### config.mk
export PLATFORM = sky130hd
export DESIGN_NAME = pulse_freq_meter
export DESIGN_NICKNAME = d
export VERILOG_FILES = /design/src/rtl/freq_pkg.sv /design/src/rtl/edge_sync.sv /design/src/rtl/pulse_freq_meter.sv
export SDC_FILE = /design/constraint.sdc
export NUM_CORES = 1
export LEC_CHECK = 0
export ABC_AREA = 1
export BUFFER_PORTS_ARGS = -buffer_cell sky130_fd_sc_hd__buf_2
export CAP_MARGIN = 20
export CORE_MARGIN = 3
export CORE_UTILIZATION = 49
export CTS_BUF_LIST = sky130_fd_sc_hd__clkbuf_4 sky130_fd_sc_hd__clkbuf_8 sky130_fd_sc_hd__clkbuf_16
export DETAILED_ROUTE_END_ITERATION = 8
export GPL_ROUTABILITY_DRIVEN = 0
export HOLD_SLACK_MARGIN = 0.12
export PLACE_DENSITY = 0.68
export SETUP_SLACK_MARGIN = 0.1
export SYNTH_ARGS = -nofsm -noshare
export SYNTH_HDL_FRONTEND = slang
export SYNTH_SLANG_ARGS = --single-unit
### constraint.sdc
create_clock -name sysclk -period 2.8 [get_ports sysclk]
set_input_delay 0.28 -clock sysclk [delete_from_list [all_inputs] [get_ports sysclk]]
set_output_delay 0.28 -clock sysclk [all_outputs]
set_load 0.05 [all_outputs]
### src/rtl/freq_pkg.sv
// Shared definitions for the pulse frequency meter: FSM state encoding and
// default widths / gate length used by the top-level parameters.
package freq_pkg;

  localparam int DEF_PERIOD_W    = 24;
  localparam int DEF_COUNT_W     = 16;
  localparam int DEF_GATE_CYCLES = 1_000_000;

  typedef enum logic [1:0] {
    WAIT_EDGE = 2'd0,
    COUNT     = 2'd1,
    TIMEOUT   = 2'd2
  } meter_state_t;

endpackage

### src/rtl/edge_sync.sv
// Two-flop synchronizer with a history flop and rising-edge detect.
// All flops clear on reset, so an input already high at release produces a
// single rise once it has crossed the synchronizer.
module edge_sync (
  input  logic sysclk,
  input  logic reset,
  input  logic d,
  output logic rise
);

  logic r_s1;
  logic r_s2;
  logic r_prev;

  // Synchronize the asynchronous input and keep one cycle of history.
  always_ff @(posedge sysclk) begin
    if (!reset) begin
      r_s1   <= 1'b0;
      r_s2   <= 1'b0;
      r_prev <= 1'b0;
    end else begin
      r_s1   <= d;
      r_s2   <= r_s1;
      r_prev <= r_s2;
    end
  end

  assign rise = r_s2 & ~r_prev;

endmodule

### src/rtl/pulse_freq_meter.sv
// Measures a looped-back pulse waveform two ways: rising-to-rising period in
// sysclk cycles, and rising edges per fixed gate window.
module pulse_freq_meter
  import freq_pkg::*;
#(
  parameter int GATE_CYCLES = DEF_GATE_CYCLES,
  parameter int PERIOD_W    = DEF_PERIOD_W,
  parameter int COUNT_W     = DEF_COUNT_W
) (
  input  logic                sysclk,
  input  logic                reset,
  input  logic                Pulse_In,
  output logic [PERIOD_W-1:0] Period,
  output logic                Period_Valid,
  output logic [COUNT_W-1:0]  Freq_Count,
  output logic                Freq_Valid,
  output logic                Stalled
);

  localparam int GW = (GATE_CYCLES > 1) ? $clog2(GATE_CYCLES) : 1;
  localparam logic [GW-1:0] GATE_LAST = GW'(GATE_CYCLES - 1);

  logic w_rise;

  edge_sync u_sync (
    .sysclk (sysclk),
    .reset  (reset),
    .d      (Pulse_In),
    .rise   (w_rise)
  );

  // ---------------------------------------------------------------- period
  meter_state_t        r_state;
  meter_state_t        w_state_nxt;
  logic [PERIOD_W-1:0] r_cnt;
  logic [PERIOD_W-1:0] w_cnt_nxt;
  logic [PERIOD_W-1:0] w_period_nxt;
  logic                w_pv_nxt;
  logic                w_stalled_nxt;

  // FSM state register.
  always_ff @(posedge sysclk) begin
    if (!reset) r_state <= WAIT_EDGE;
    else        r_state <= w_state_nxt;
  end

  // Next state plus period counter / result updates. The counter starts at 1
  // on the edge so that the value seen on the following edge equals the
  // period; it stops at all ones and the FSM parks in TIMEOUT.
  always_comb begin
    w_state_nxt   = r_state;
    w_cnt_nxt     = r_cnt;
    w_period_nxt  = Period;
    w_pv_nxt      = 1'b0;
    w_stalled_nxt = Stalled;
    case (r_state)
      WAIT_EDGE: begin
        if (w_rise) begin
          w_cnt_nxt   = PERIOD_W'(1);
          w_state_nxt = COUNT;
        end
      end
      COUNT: begin
        if (w_rise) begin
          w_period_nxt  = r_cnt;
          w_pv_nxt      = 1'b1;
          w_cnt_nxt     = PERIOD_W'(1);
          w_stalled_nxt = 1'b0;
        end else if (r_cnt == '1) begin
          w_state_nxt   = TIMEOUT;
          w_stalled_nxt = 1'b1;
          w_period_nxt  = '1;
        end else begin
          w_cnt_nxt = r_cnt + PERIOD_W'(1);
        end
      end
      TIMEOUT: begin
        // Stalled is deliberately left set until a real measurement lands.
        if (w_rise) begin
          w_cnt_nxt   = PERIOD_W'(1);
          w_state_nxt = COUNT;
        end
      end
      default: w_state_nxt = WAIT_EDGE;
    endcase
  end

  // Period datapath registers.
  always_ff @(posedge sysclk) begin
    if (!reset) begin
      r_cnt        <= '0;
      Period       <= '0;
      Period_Valid <= 1'b0;
      Stalled      <= 1'b0;
    end else begin
      r_cnt        <= w_cnt_nxt;
      Period       <= w_period_nxt;
      Period_Valid <= w_pv_nxt;
      Stalled      <= w_stalled_nxt;
    end
  end

  // ------------------------------------------------------------------ gate
  logic [GW-1:0]      r_gcnt;
  logic [COUNT_W-1:0] r_edges;
  logic [COUNT_W-1:0] w_edges_inc;
  logic               w_gate_end;

  assign w_gate_end  = (r_gcnt == GATE_LAST);
  // Saturating edge count including this cycle's rise, so a rise on the
  // terminal cycle is credited to the window that is closing.
  assign w_edges_inc = (w_rise && (r_edges != '1)) ? r_edges + COUNT_W'(1) : r_edges;

  // Gate window counter and per-window edge tally.
  always_ff @(posedge sysclk) begin
    if (!reset) begin
      r_gcnt     <= '0;
      r_edges    <= '0;
      Freq_Count <= '0;
      Freq_Valid <= 1'b0;
    end else if (w_gate_end) begin
      r_gcnt     <= '0;
      r_edges    <= '0;
      Freq_Count <= w_edges_inc;
      Freq_Valid <= 1'b1;
    end else begin
      r_gcnt     <= r_gcnt + GW'(1);
      r_edges    <= w_edges_inc;
      Freq_Valid <= 1'b0;
    end
  end

endmodule
**Yosys cells after proc, flatten, opt, wreduce, memory -nomap -nowiden**

Index checks and enable logic that the tools add are counted.

- Output and inout port bits: 43
- Word-level logic and storage cells: 52
- Register bits after elaboration: 108

- $add $sub $neg: 3
- Equality and inequality tests: 9
- Multiplexer cells: 15
- Reduce and logical (&&, ||, !) cells: 10
- Bitwise gates (word level): 3

Operators by type and width:

| operator | count |
|---|---|
| $mux 24 | 5 |
| $pmux 24 s2 | 1 |
| $add 24x1->24 const B | 1 |
| $eq 24x24->1 const B | 1 |
| $add 20x1->20 const B | 1 |
| $eq 20x20->1 const B | 1 |
| $add 16x1->16 const B | 1 |
| $mux 16 | 1 |
| $ne 16x16->1 const B | 1 |
| $mux 2 | 3 |
| $reduce_and 3->1 | 2 |
| $mux 1 | 4 |
| $ne 2x2->1 const B | 2 |
| $pmux 2 s2 | 1 |
| $reduce_and 2->1 | 2 |
| $reduce_bool 2->1 | 2 |
| $reduce_or 2->1 | 2 |
| $ne 3x3->1 const B | 1 |
| $eq 2x1->1 const B | 1 |
| $eq 2x2->1 const B | 1 |
| $logic_not 2->1 | 1 |
| $ne 2x1->1 const B | 1 |
| $not 1->1 | 2 |
| $and 1x1->1 | 1 |
| $logic_and 1x1->1 | 1 |

**Depth between registers and ports, before layout**

Gate-level depths: netlist of run 1.

- Depth in word-level cells: 4
- Mapped depth: 13
- Depth with buffers taken out: 12

**By module**

A second synthesis of run 1 with hierarchy kept.

- Cells, all modules: 792
- Area total of the unflattened synthesis: 5217.5 um2

By module, submodules not included:

| module | seq. area each (um2) | instances | cells an instance | area each (um2) |
|---|---|---|---|---|
| pulse_freq_meter | 2102.0 | 1 | 781 | 5124.9 |
| edge_sync | 60.1 | 1 | 11 | 92.6 |

**Worst setup path after synthesis of run 1**

Ideal clock, no wire load.

- Path kind: register to register
- From: register r_cnt[0]
- To: register r_cnt[15]
- Buffers on the path: 1
- Arrival: 1.567 ns
- Setup slack: 1.119 ns
- Cell stages (with the launch flop): 12
- Setup time: 0.114 ns
- Period minus slack after synthesis: 1.681 ns
- Cells stage by stage: dfxtp_1 -> ha_1 -> nand2_1 -> nor2_2 -> nand2_2 -> nor2_2 -> nand2_2 -> nand2_4 -> nand2_2 -> buf_2 -> a21oi_1 -> nor2_1

- Word-level cells in the longest chain between the ends: 4
- Elaborated cells on any way between the ends: 7
- Classes of those cells: add/sub: 1; eq/ne: 2; mux: 3; reduce/logical: 1

RTL lines:

| item | line | RTL |
|---|---|---|
| from (decl) | pulse_freq_meter.sv:35 | `logic [PERIOD_W-1:0] r_cnt;` |
| from (signal assigned) | pulse_freq_meter.sv:96 | `r_cnt <= w_cnt_nxt;` |
| $add 24x1->24 | pulse_freq_meter.sv:74 | `w_cnt_nxt = r_cnt + PERIOD_W'(1);` |
| $mux 24 | pulse_freq_meter.sv:69 | `end else if (r_cnt == '1) begin` |
| $mux 24 | pulse_freq_meter.sv:64 | `if (w_rise) begin` |
| $pmux 24 s2 | pulse_freq_meter.sv:56 | `case (r_state)` |

Several ways; a longest one is shown, not always the timed one. The select of a mux whose other input is x is not followed.
A chain may end at the register's enable or synchronous reset.

**Worst setup path after layout of run 1**

- From: register r_cnt[0]
- To: register r_cnt[1]

Same word-level chain as after synthesis.

==> results of run 1 <==
-- layout make-up --
| cell class | count | area [um^2] |
|---|---|---|
| timing repair buffer | 51 | 273 |
| inverter | 88 | 330 |
| tap | 136 | 170 |
| sequential | 108 | 2160 |
| fill | 1038 | 4630 |
| multi-input combinational | 560 | 2710 |
| clock inverter | 3 | 21.3 |
| clock buffer | 13 | 166 |
-- path summary, 6_finish.rpt --
| kind | from | endpoint | slack (ns) | cells after the start |
|---|---|---|---|---|
| setup / recovery | r_cnt[0] | r_cnt[1] | 0.57 | 11 |
| hold reg to reg | u_sync.r_s2 | u_sync.r_prev | 0.43 | 2 |
| setup reg to reg | r_cnt[0] | r_cnt[1] | 0.57 | 11 |
| hold / removal | reset | r_cnt[21] | 0.40 | 4 |
-- worst reg2reg max path, stage by stage (launching register included) --
cell	delay, ns
dfxtp_1	0.45
ha_1	0.26
nand2_1	0.08
nor2_2	0.25
nand2_2	0.11
nor2_2	0.13
nand2_2	0.08
nand2_4	0.16
nand2_2	0.29
clkinv_1	0.18
nand2_1	0.06
a21oi_1	0.11
-- power by group --
part | internal, mW | switching (mW) | leakage (nW)
logic | 0.0414 | 0.101 | 1.61
registers | 1.55 | 0.00978 | 0.872
clock network | 0.393 | 0.529 | 0.0965
total | 1.98 | 0.640 | 2.58
-- cell usage after synthesis --
cell	count	area share, %
nand2_1	239	17
nand3_2	2	0.37
a21o_1	1	0.14
xor2_1	9	1.5
buf_6	1	0.21
a21oi_1	46	4.3
clkinv_1	2	0.14
o21bai_2	18	3.8
a31oi_1	1	0.12
nor2_2	9	1.1
o21ai_1	2	0.19
o21ai_0	39	3.7
buf_4	4	0.56
dfxtp_1	108	40
nand2_4	2	0.42
buf_2	4	0.37
or2_2	4	0.47
o21bai_1	6	0.84
nand3_1	55	5.1
nand4_1	10	1.2
nor2_1	79	5.5
ha_1	3	0.70
clkbuf_1	12	0.84
buf_12	2	0.75
inv_2	22	1.5
nor2_4	3	0.63
nand3b_1	3	0.42
xnor2_1	7	1.1
nand2_2	6	0.70
inv_1	64	4.5
a21oi_2	1	0.16
nor3_1	15	1.4
-- per-layer routing --
metal	share of wire (%)	wire length, um
met5	0	0
met4	1.9	221
met3	3.3	380
met2	50	5710
met1	45	5120
-- cells in the final DEF, fill, tap and decap left out, types with 3 or more instances in the layout --
cell type  instances
buf_4              5
nand3b_1           3
xor2_1             9
o21ai_0           39
ha_1               3
inv_2             22
nor2_2             9
o21bai_2          18
nand3_1           55
a21oi_1           46
nand2_2            6
nand2_1          239
o21bai_1           6
nor3_1            15
dfxtp_1          108
nand4_1           10
xnor2_1            7
inv_1             64
or2_2              4
nor2_1            79
buf_2             45
nor2_4             3
clkbuf_8          11
-- through the flow --
stage / std cells / area, um^2
after floorplan: 779 / 5350
after global placement: 942 / 5630
after detailed placement: 942 / 5630
after CTS: 959 / 5830
after global routing: 959 / 5830
final: 959 / 5830
-- cell families (layout without fill, tap and decap cells) --
| group | Yosys count | in the layout |
|---|---|---|
| AO/OA/AOI/OAI | 114 | 114 |
| XOR/XNOR | 16 | 16 |
| adder cells (fa/ha/maj) | 3 | 3 |
| buffers and inverters | 111 | 155 |
| flip-flops | 108 | 108 |
| AND/OR/NAND/NOR | 427 | 427 |
-- registers in the layout, indices dropped and copies added (netlist names) --
| register | count |
|---|---|
| r_cnt | 24 |
| Freq_Count | 16 |
| r_edges | 16 |
| Period | 24 |
| u_sync.r_s1 | 1 |
| r_gcnt | 20 |
| u_sync.r_s2 | 1 |
| Freq_Valid | 1 |
| r_state | 2 |
| u_sync.r_prev | 1 |
| Stalled | 1 |
| Period_Valid | 1 |
-- repair_timing --
action                                 in CTS  in global routing
hold buffers                                1                  0
resized for setup                           0                  0
endpoints found under the hold margin       1                  0
==> impl_metrics.csv, run 1 <==
group,metric,value,unit
drt,firstDrtPassIters,5,
power,p_total,2.62,mW
logic_synthesis,ys_seq_area_share,40.4,%
cts,cts_root_buf,"clkbuf_8",
global_route,grtUsageTotal,19.4,%
die,io_pins,46,
timing,relSlewSlack,64.0,%
final_layout,postLayoutCoreUtil,55.7,%
die,core,10500,um^2
worst_setup_path,end_kind,"flip-flop",
timing,final-setup-viol-count,0,
logic_synthesis,synthAdderAreaFrac,0.702,%
cts,tritoncts,"yes",
global_route,grt_start_max_net_pins,40,
logic_synthesis,synth_top_family_by_area,"simple AND/OR/NAND/NOR gates",
worst_setup_path,arrival,2.55,ns
global_route,grt_overflow,0,
timing,finClkSkew,0.0112,ns
run,cap_viol_max_count,0,
power,p_per_area,450,nW/um^2
die,fp.dieW,110,um
timing,fmax,448,MHz
logic_synthesis,yosys_warnings,0,
drt,drtIter0Drc,177,
status,status,"finished clean",
logic_synthesis,syn_inst,779,
worst_setup_path,worstPathRequired,3.12,ns
die,dieArea,12200,um^2
cts,clkSinkCount,108,
drt,num_vias,4833,
die,die_h,110,um
cts,clk_latency,0.38,ns
worst_setup_path,worstPathMaxFanout,21,
worst_setup_path,crit_family,"simple AND/OR/NAND/NOR gates",
timing,finalCritPeriodShare,79.8,%
logic_synthesis,synth_nets,785,
drt,routed_wl,11400,um
final_layout,final_nets,824,
worst_setup_path,crit_chain,"ha_1 > nand2_1 > nor2_2 > nand2_2 > nor2_2 > nand2_2 > nand2_4 > nand2_2 > clkinv_1 > nand2_1 > a21oi_1",
timing,drv_slew,0,
final_layout,drive_gt1_share,16.2,%
logic_synthesis,synth_compound_area_share,13.2,%
timing,rsz0062_at_grt,"no",
timing,holdWs,0.403,ns
logic_synthesis,synth-xor-area-share,2.62,%
global_route,antenna_found_initial,0,
global_route,grt_pass1_wl,20100,um
power,ir_drop,0.250,mV
hold_path,hp-class,"input pin to flip-flop",
global_route,grt_pass1_vias,4510,
cts,clk_pin_slew,0.10,ns
global_route,grt_use_met3,2.79,%
global_route,busiest_layer,"met2",
worst_setup_path,cpPeakStageDelay,0.45,ns
drt,ant_nets,0,
logic_synthesis,synth.distinct_cells,32,
logic_synthesis,synth_simple_gate_area_share,34.1,%
worst_setup_path,crit_top_cell,"nand2_2",
worst_setup_path,startpoint_type,"flip-flop",
cts,htree_num_levels,3,
cts,post_cts_buffers,0,
worst_setup_path,critPathKind,"flip-flop to flip-flop",
drt,wl_per_cell,11.9,um
logic_synthesis,synth_mux_area_share,0,%
timing,min_period,2.23,ns
final_layout,diodes,0,
worst_setup_path,crit_buf_inv,1,
die,row_count,37,
global_route,met2_usage,34.6,%
logic_synthesis,ys_seq_elements,108,
placed_design,dp_hpwl,8390,um
cts,clock_path_buffers,2,
power,p_leak,2.58,nW
die,start_util,51.1,%
timing,finalHoldViolCount,0,
logic_synthesis,syn_avg_cell_area,6.86,um^2
cts,cts_buffers,9,
global_route,use_met1,23.3,%
worst_setup_path,slowest_stage,"dfxtp_1",
drt,drt-vias-per-instance,5.04,
timing,worst_pin_slew,0.536,ns
logic_synthesis,synth_area,5350,um^2
drt,drc_errors,0,
placed_design,dpl_worst_slack,0.608,ns
timing,fin_ws,0.566,ns
timing,tns,0,ns
final_layout,areaGrowthSynthToFinish,9.06,%
placed_design,port_buffers,45,
Note: power is estimated with default switching activity, not from simulation.
==> run 2: changes to the inputs <==
--- a/config.mk
+++ b/config.mk
@@ -14,7 +14,7 @@
 export DETAILED_ROUTE_END_ITERATION = 8
 export GPL_ROUTABILITY_DRIVEN = 0
 export HOLD_SLACK_MARGIN = 0.12
-export PLACE_DENSITY = 0.68
+export PLACE_DENSITY = 0.7
 export SETUP_SLACK_MARGIN = 0.1
 export SYNTH_ARGS = -nofsm -noshare
 export SYNTH_HDL_FRONTEND = slang
==> constraint.sdc (replaced) <==
create_clock -name sysclk -period 1.9 [get_ports sysclk]
set_input_delay 0.19 -clock sysclk [delete_from_list [all_inputs] [get_ports sysclk]]
set_output_delay 0.19 -clock sysclk [all_outputs]
set_load 0.05 [all_outputs]
==> run 2 against run 1 <==
Net effect:
- non-clock buffer count grew 22
- final cell count grew 2.3%
- cell area grew 5.5%
- largest cell class unchanged
- die area is the same
- sequential share of layout area shrank 1.9 points
- wire length grew 10%
- fmax grew 33%
- hold slack gained 0.018 ns
- total power grew 56%
- sequential power grew 47%
- clock power grew 69%
==> impl_metrics.csv, run 2 (synthesis gave the netlist of run 1 again) <==
group,metric,value,unit
status,status,"finished clean",
cts,clock_path_buffers,2,
final_layout,final_nets,847,
timing,finClkSkew,0.0106,ns
final_layout,diodes,0,
global_route,grt_pass1_vias,4798,
drt,num_vias,5072,
cts,clk_latency,0.38,ns
global_route,grt_start_max_net_pins,36,
final_layout,drive_gt1_share,19.6,%
drt,firstDrtPassIters,5,
global_route,grtUsageTotal,20.6,%
cts,tritoncts,"yes",
cts,htree_num_levels,3,
drt,drc_errors,0,
timing,finalCritPeriodShare,88.2,%
cts,cts_root_buf,"clkbuf_8",
drt,routed_wl,12600,um
cts,cts_buffers,9,
die,start_util,51.1,%
die,row_count,37,
die,io_pins,46,
timing,rsz0062_at_grt,"yes",
timing,relSlewSlack,60.8,%
worst_setup_path,arrival,2.00,ns
global_route,antenna_found_initial,0,
power,p_per_area,667,nW/um^2
timing,drv_slew,0,
die,core,10500,um^2
timing,final-setup-viol-count,0,
cts,clk_pin_slew,0.10,ns
cts,clkSinkCount,108,
worst_setup_path,worstPathMaxFanout,24,
final_layout,layout_commonest_cell,"nand2_1",
worst_setup_path,startpoint_type,"flip-flop",
die,fp.dieW,110,um
timing,holdWs,0.421,ns
timing,worst_pin_slew,0.583,ns
final_layout,final_cell_mix,"nand2_1, dfxtp_1, nor2_1",
global_route,grt_pass1_wl,21400,um
timing,min_period,1.68,ns
final_layout,reg_top3,"Period x24, r_cnt x24, r_gcnt x20",
drt,wl_per_cell,12.9,um
global_route,grt_overflow,0,
worst_setup_path,critPathKind,"flip-flop to flip-flop",
timing,fmax,597,MHz
placed_design,dp_hpwl,9040,um
die,dieArea,12200,um^2
worst_setup_path,worstPathRequired,2.23,ns
power,ir_drop,0.459,mV
final_layout,areaGrowthSynthToFinish,15.0,%
drt,ant_nets,0,
drt,drt-vias-per-instance,5.17,
timing,tns,0,ns
hold_path,hp-class,"flip-flop to flip-flop",
timing,finalHoldViolCount,0,
power,p_leak,2.72,nW
drt,drtIter0Drc,304,
run,cap_viol_max_count,0,
worst_setup_path,end_kind,"flip-flop",
die,die_h,110,um
placed_design,port_buffers,45,
-- run 2: cell types whose count changed in the layout (fill, tap and decap cells not counted), sizes merged --
cell         before  now
buf              50   71
bufinv            0    2
clkbuf           13   10
clkinv            4    5
dlygate4sd3       1    2
-- run 2: cell type report --
class	count	area [um^2]
repair buffers	73	440
fillers	1000	4310
clock buffers	10	138
multi-input cells	560	2810
clock inverters	5	85.1
repair inverters	1	8.76
inverters	88	338
flip-flops and latches	108	2160
well taps	136	170
-- run 2: report_power, final --
group          internal, mW  switching, mW
logic                0.0781          0.164
clock network         0.778          0.786
registers              2.28         0.0124
-- run 2: timing repair --
action / 4_1_cts / 5_1_grt
pin swaps: 0 / 1
setup buffers: 0 / 3
hold buffers: 2 / 0
endpoints found under the setup margin: 50 / 77
endpoints found under the hold margin: 2 / 0
gates cloned: 0 / 1
gates resized for setup: 5 / 24
-- run 2: final timing paths --
| path | start | end | slack, ns | cells after the start |
|---|---|---|---|---|
| min reg2reg | u_sync.r_s1 | u_sync.r_s2 | 0.42 | 2 |
| max | r_cnt[1] | Period[22] | 0.22 | 9 |
| max reg2reg | r_cnt[1] | Period[22] | 0.22 | 9 |
| min | u_sync.r_s1 | u_sync.r_s2 | 0.42 | 2 |
-- run 2: metrics by stage --
step                power, mW  worst slack (ns)  instances  utilization (%)  instance area [um^2]
global route             4.25            0.0767        981             58.8                  6150
detailed placement       2.57           0.00105        960             55.1                  5770
global placement         2.57            0.0125        960             55.1                  5770
CTS                      4.14             0.105        977             57.7                  6030
floorplan                2.52             0.219        779                -                  5350
finish                   4.10             0.224        981             58.8                  6150
-- run 2: per-layer routing --
| metal | track usage (%) | share of wire (%) | vias to the layer above |
|---|---|---|---|
| met2 | 36.3 | 49 | 139 |
| li1 | - | - | 2595 |
| met3 | 4.77 | 5.2 | 31 |
| met1 | 24.7 | 43 | 2307 |
| met5 | 0 | 0 | - |
| met4 | 6.57 | 2.4 | 0 |
-- run 2: critical path, stage by stage, from the launching register on --
cell and delay [ns]:
dfxtp_1 0.37, ha_2 0.22, nand3_2 0.10, nor2_4 0.11, nand3_1 0.10, nor2_2 0.18
nand3_2 0.16, nand2_8 0.23, o21bai_1 0.10, inv_1 0.06
==> run 3: changes to the inputs <==
--- a/config.mk
+++ b/config.mk
@@ -14,7 +14,7 @@
 export DETAILED_ROUTE_END_ITERATION = 8
 export GPL_ROUTABILITY_DRIVEN = 0
 export HOLD_SLACK_MARGIN = 0.12
-export PLACE_DENSITY = 0.7
+export PLACE_DENSITY = 0.68
 export SETUP_SLACK_MARGIN = 0.1
 export SYNTH_ARGS = -nofsm -noshare
 export SYNTH_HDL_FRONTEND = slang
==> constraint.sdc (replaced) <==
create_clock -name sysclk -period 1.82 [get_ports sysclk]
set_input_delay 0.182 -clock sysclk [delete_from_list [all_inputs] [get_ports sysclk]]
set_output_delay 0.182 -clock sysclk [all_outputs]
set_load 0.05 [all_outputs]
==> run 3 against run 2 <==
Net effect:
- largest cell class unchanged
- fmax up 3.0%
- final cell count up 1.1%
- first-iteration DRC count down 12%
- die area unchanged
- core utilization up 1.5 points
- count of clock-buffer cells in the layout up 2
- critical path depth unchanged
- global-route usage down 0.57 points
==> impl_metrics.csv, run 3 (synthesis gave the netlist of run 1 again) <==
group,metric,value,unit
status,status,"finished clean",
final_layout,diodes,0,
run,cap_viol_max_count,0,
worst_setup_path,arrival,1.94,ns
cts,clkSinkCount,108,
timing,min_period,1.63,ns
worst_setup_path,worstPathMaxFanout,6,
drt,drc_errors,0,
drt,wl_per_cell,13.0,um
final_layout,fin_area,6300,um^2
placed_design,dpl_worst_slack,-0.0564,ns
final_layout,final_cell_mix,"nand2_1, dfxtp_1, nor2_1",
drt,drt-vias-per-instance,5.17,
power,p_int,3.07,mW
drt,drtIter0Drc,268,
timing,rsz0062_at_grt,"yes",
worst_setup_path,slowest_stage,"dfxtp_1",
die,die_h,110,um
placed_design,dp_hpwl,8990,um
cts,tritoncts,"yes",
worst_setup_path,critPathKind,"flip-flop to flip-flop",
worst_setup_path,crit_chain,"nand2_1 > nor2_1 > nand2_1 > nor2_2 > nand2_2 > nand2_4 > buf_6 > nand3_1 > a21oi_2",
drt,routed_wl,12900,um
timing,relSlewSlack,59.7,%
die,row_count,37,
cts,htree_num_levels,3,
global_route,grt_pass1_vias,4752,
worst_setup_path,crit_top_cell,"nand2_1",
placed_design,dpl_cell_area,5830,um^2
cts,clk_pin_slew,0.11,ns
global_route,grt_pass1_wl,21000,um
worst_setup_path,cpPeakStageDelay,0.40,ns
cts,cts_buffers,9,
power,ir_drop,0.486,mV
global_route,grt_overflow,0,
power,p_switching,1.02,mW
global_route,grtUsageTotal,20.0,%
timing,fmax,614,MHz
timing,finalCritPeriodShare,89.5,%
power,power.share.clock,34.9,%
die,dieArea,12200,um^2
final_layout,reg_top3,"Period x24, r_cnt x24, r_gcnt x20",
cts,clk_latency,0.38,ns
worst_setup_path,startpoint_type,"flip-flop",
timing,holdWs,0.166,ns
power,seqPwrFrac,58.6,%
power,p_sw_share,25.0,%
power,p_leak,2.77,nW
timing,finClkSkew,0.0123,ns
drt,num_vias,5124,
final_layout,layout_commonest_cell,"nand2_1",
cts,cts_root_buf,"clkbuf_8",
timing,final-setup-viol-count,0,
die,fp.dieW,110,um
hold_path,hp-class,"input pin to flip-flop",
final_layout,drive_gt1_share,22.3,%
drt,firstDrtPassIters,5,
power,p_per_area,649,nW/um^2
worst_setup_path,end_kind,"flip-flop",
timing,drv_slew,0,
die,start_util,51.1,%
global_route,grt_start_max_net_pins,27,
timing,worst_pin_slew,0.599,ns
global_route,antenna_found_initial,0,
worst_setup_path,worstPathRequired,2.13,ns
final_layout,areaGrowthSynthToFinish,17.9,%
die,io_pins,46,
cts,clock_path_buffers,2,
power,p_comb_share,6.4,%
placed_design,port_buffers,45,
timing,fin_ws,0.192,ns
final_layout,final_nets,857,
drt,ant_nets,0,
die,core,10500,um^2
timing,finalHoldViolCount,0,
-- run 3: changes by cell type in the layout (fill, tap and decap cells not counted), sizes merged --
cell         change
dlygate4sd3      -1
clkinv           +1
buf              +9
inv              -1
bufinv           -2
clkbuf           +2
clkinvlp         +1
nand2            +2
-- run 3: worst max-delay path: cells and delay by family, from the launching register on --
kind / cells / cell delay (ns)
AO/OA/AOI/OAI: 1 / 0.16
flip-flops: 1 / 0.40
buffers and inverters: 1 / 0.14
AND/OR/NAND/NOR: 7 / 0.85
-- run 3: power groups by stage --
stage          sequential [mW]  combinational (mW)  clock (mW)
6_report                  2.40               0.263        1.43
5_1_grt                   2.40               0.288        1.57
4_1_cts                   2.39               0.248        1.47
3_5_place_dp              2.45               0.241           0
3_3_place_gp              2.45               0.237           0
2_1_floorplan             2.47               0.152           0
-- run 3: final cells by class --
cell class | count | area (um^2)
fillers | 1001 | 4160
inverters | 88 | 342
repair buffers | 81 | 505
well taps | 136 | 170
clock inverters | 4 | 33.8
repair inverters | 1 | 8.76
clock buffers | 12 | 159
flip-flops and latches | 108 | 2170
multi-input cells | 562 | 2910
-- run 3: metrics by stage --
step / TNS (ns) / util [%] / cells / power, mW
floorplan: 0 / - / 779 / 2.63
global placement: 0 / 55.7 / 968 / 2.68
detailed placement: -0.177 / 55.7 / 968 / 2.69
CTS: 0 / 58.0 / 985 / 4.11
global route: 0 / 60.2 / 992 / 4.26
finish: 0 / 60.2 / 992 / 4.09
-- run 3: repair_timing --
item	in CTS	in global routing
pin swaps	0	10
hold buffers	1	0
buffers inserted	0	4
cloned	0	3
gates resized for setup	6	45
endpoints found under the hold margin	1	0
setup endpoints to repair	61	87
-- run 3: path summary, 6_finish.rpt --
check	cells past startpoint	endpoint	start	slack [ns]
max	9	r_cnt[23]	r_cnt[10]	0.19
min	3	u_sync.r_s2	reset	0.17
max reg2reg	9	r_cnt[23]	r_cnt[10]	0.19
min reg2reg	2	u_sync.r_s2	u_sync.r_s1	0.43
-- run 3: per-layer routing --
metal	track usage (%)	wire, um	up-vias
li1	-	-	2617
met1	23.7	5530	2363
met2	36.4	6640	123
met3	3.45	533	21
met4	6.65	227	0
met5	0	0	-
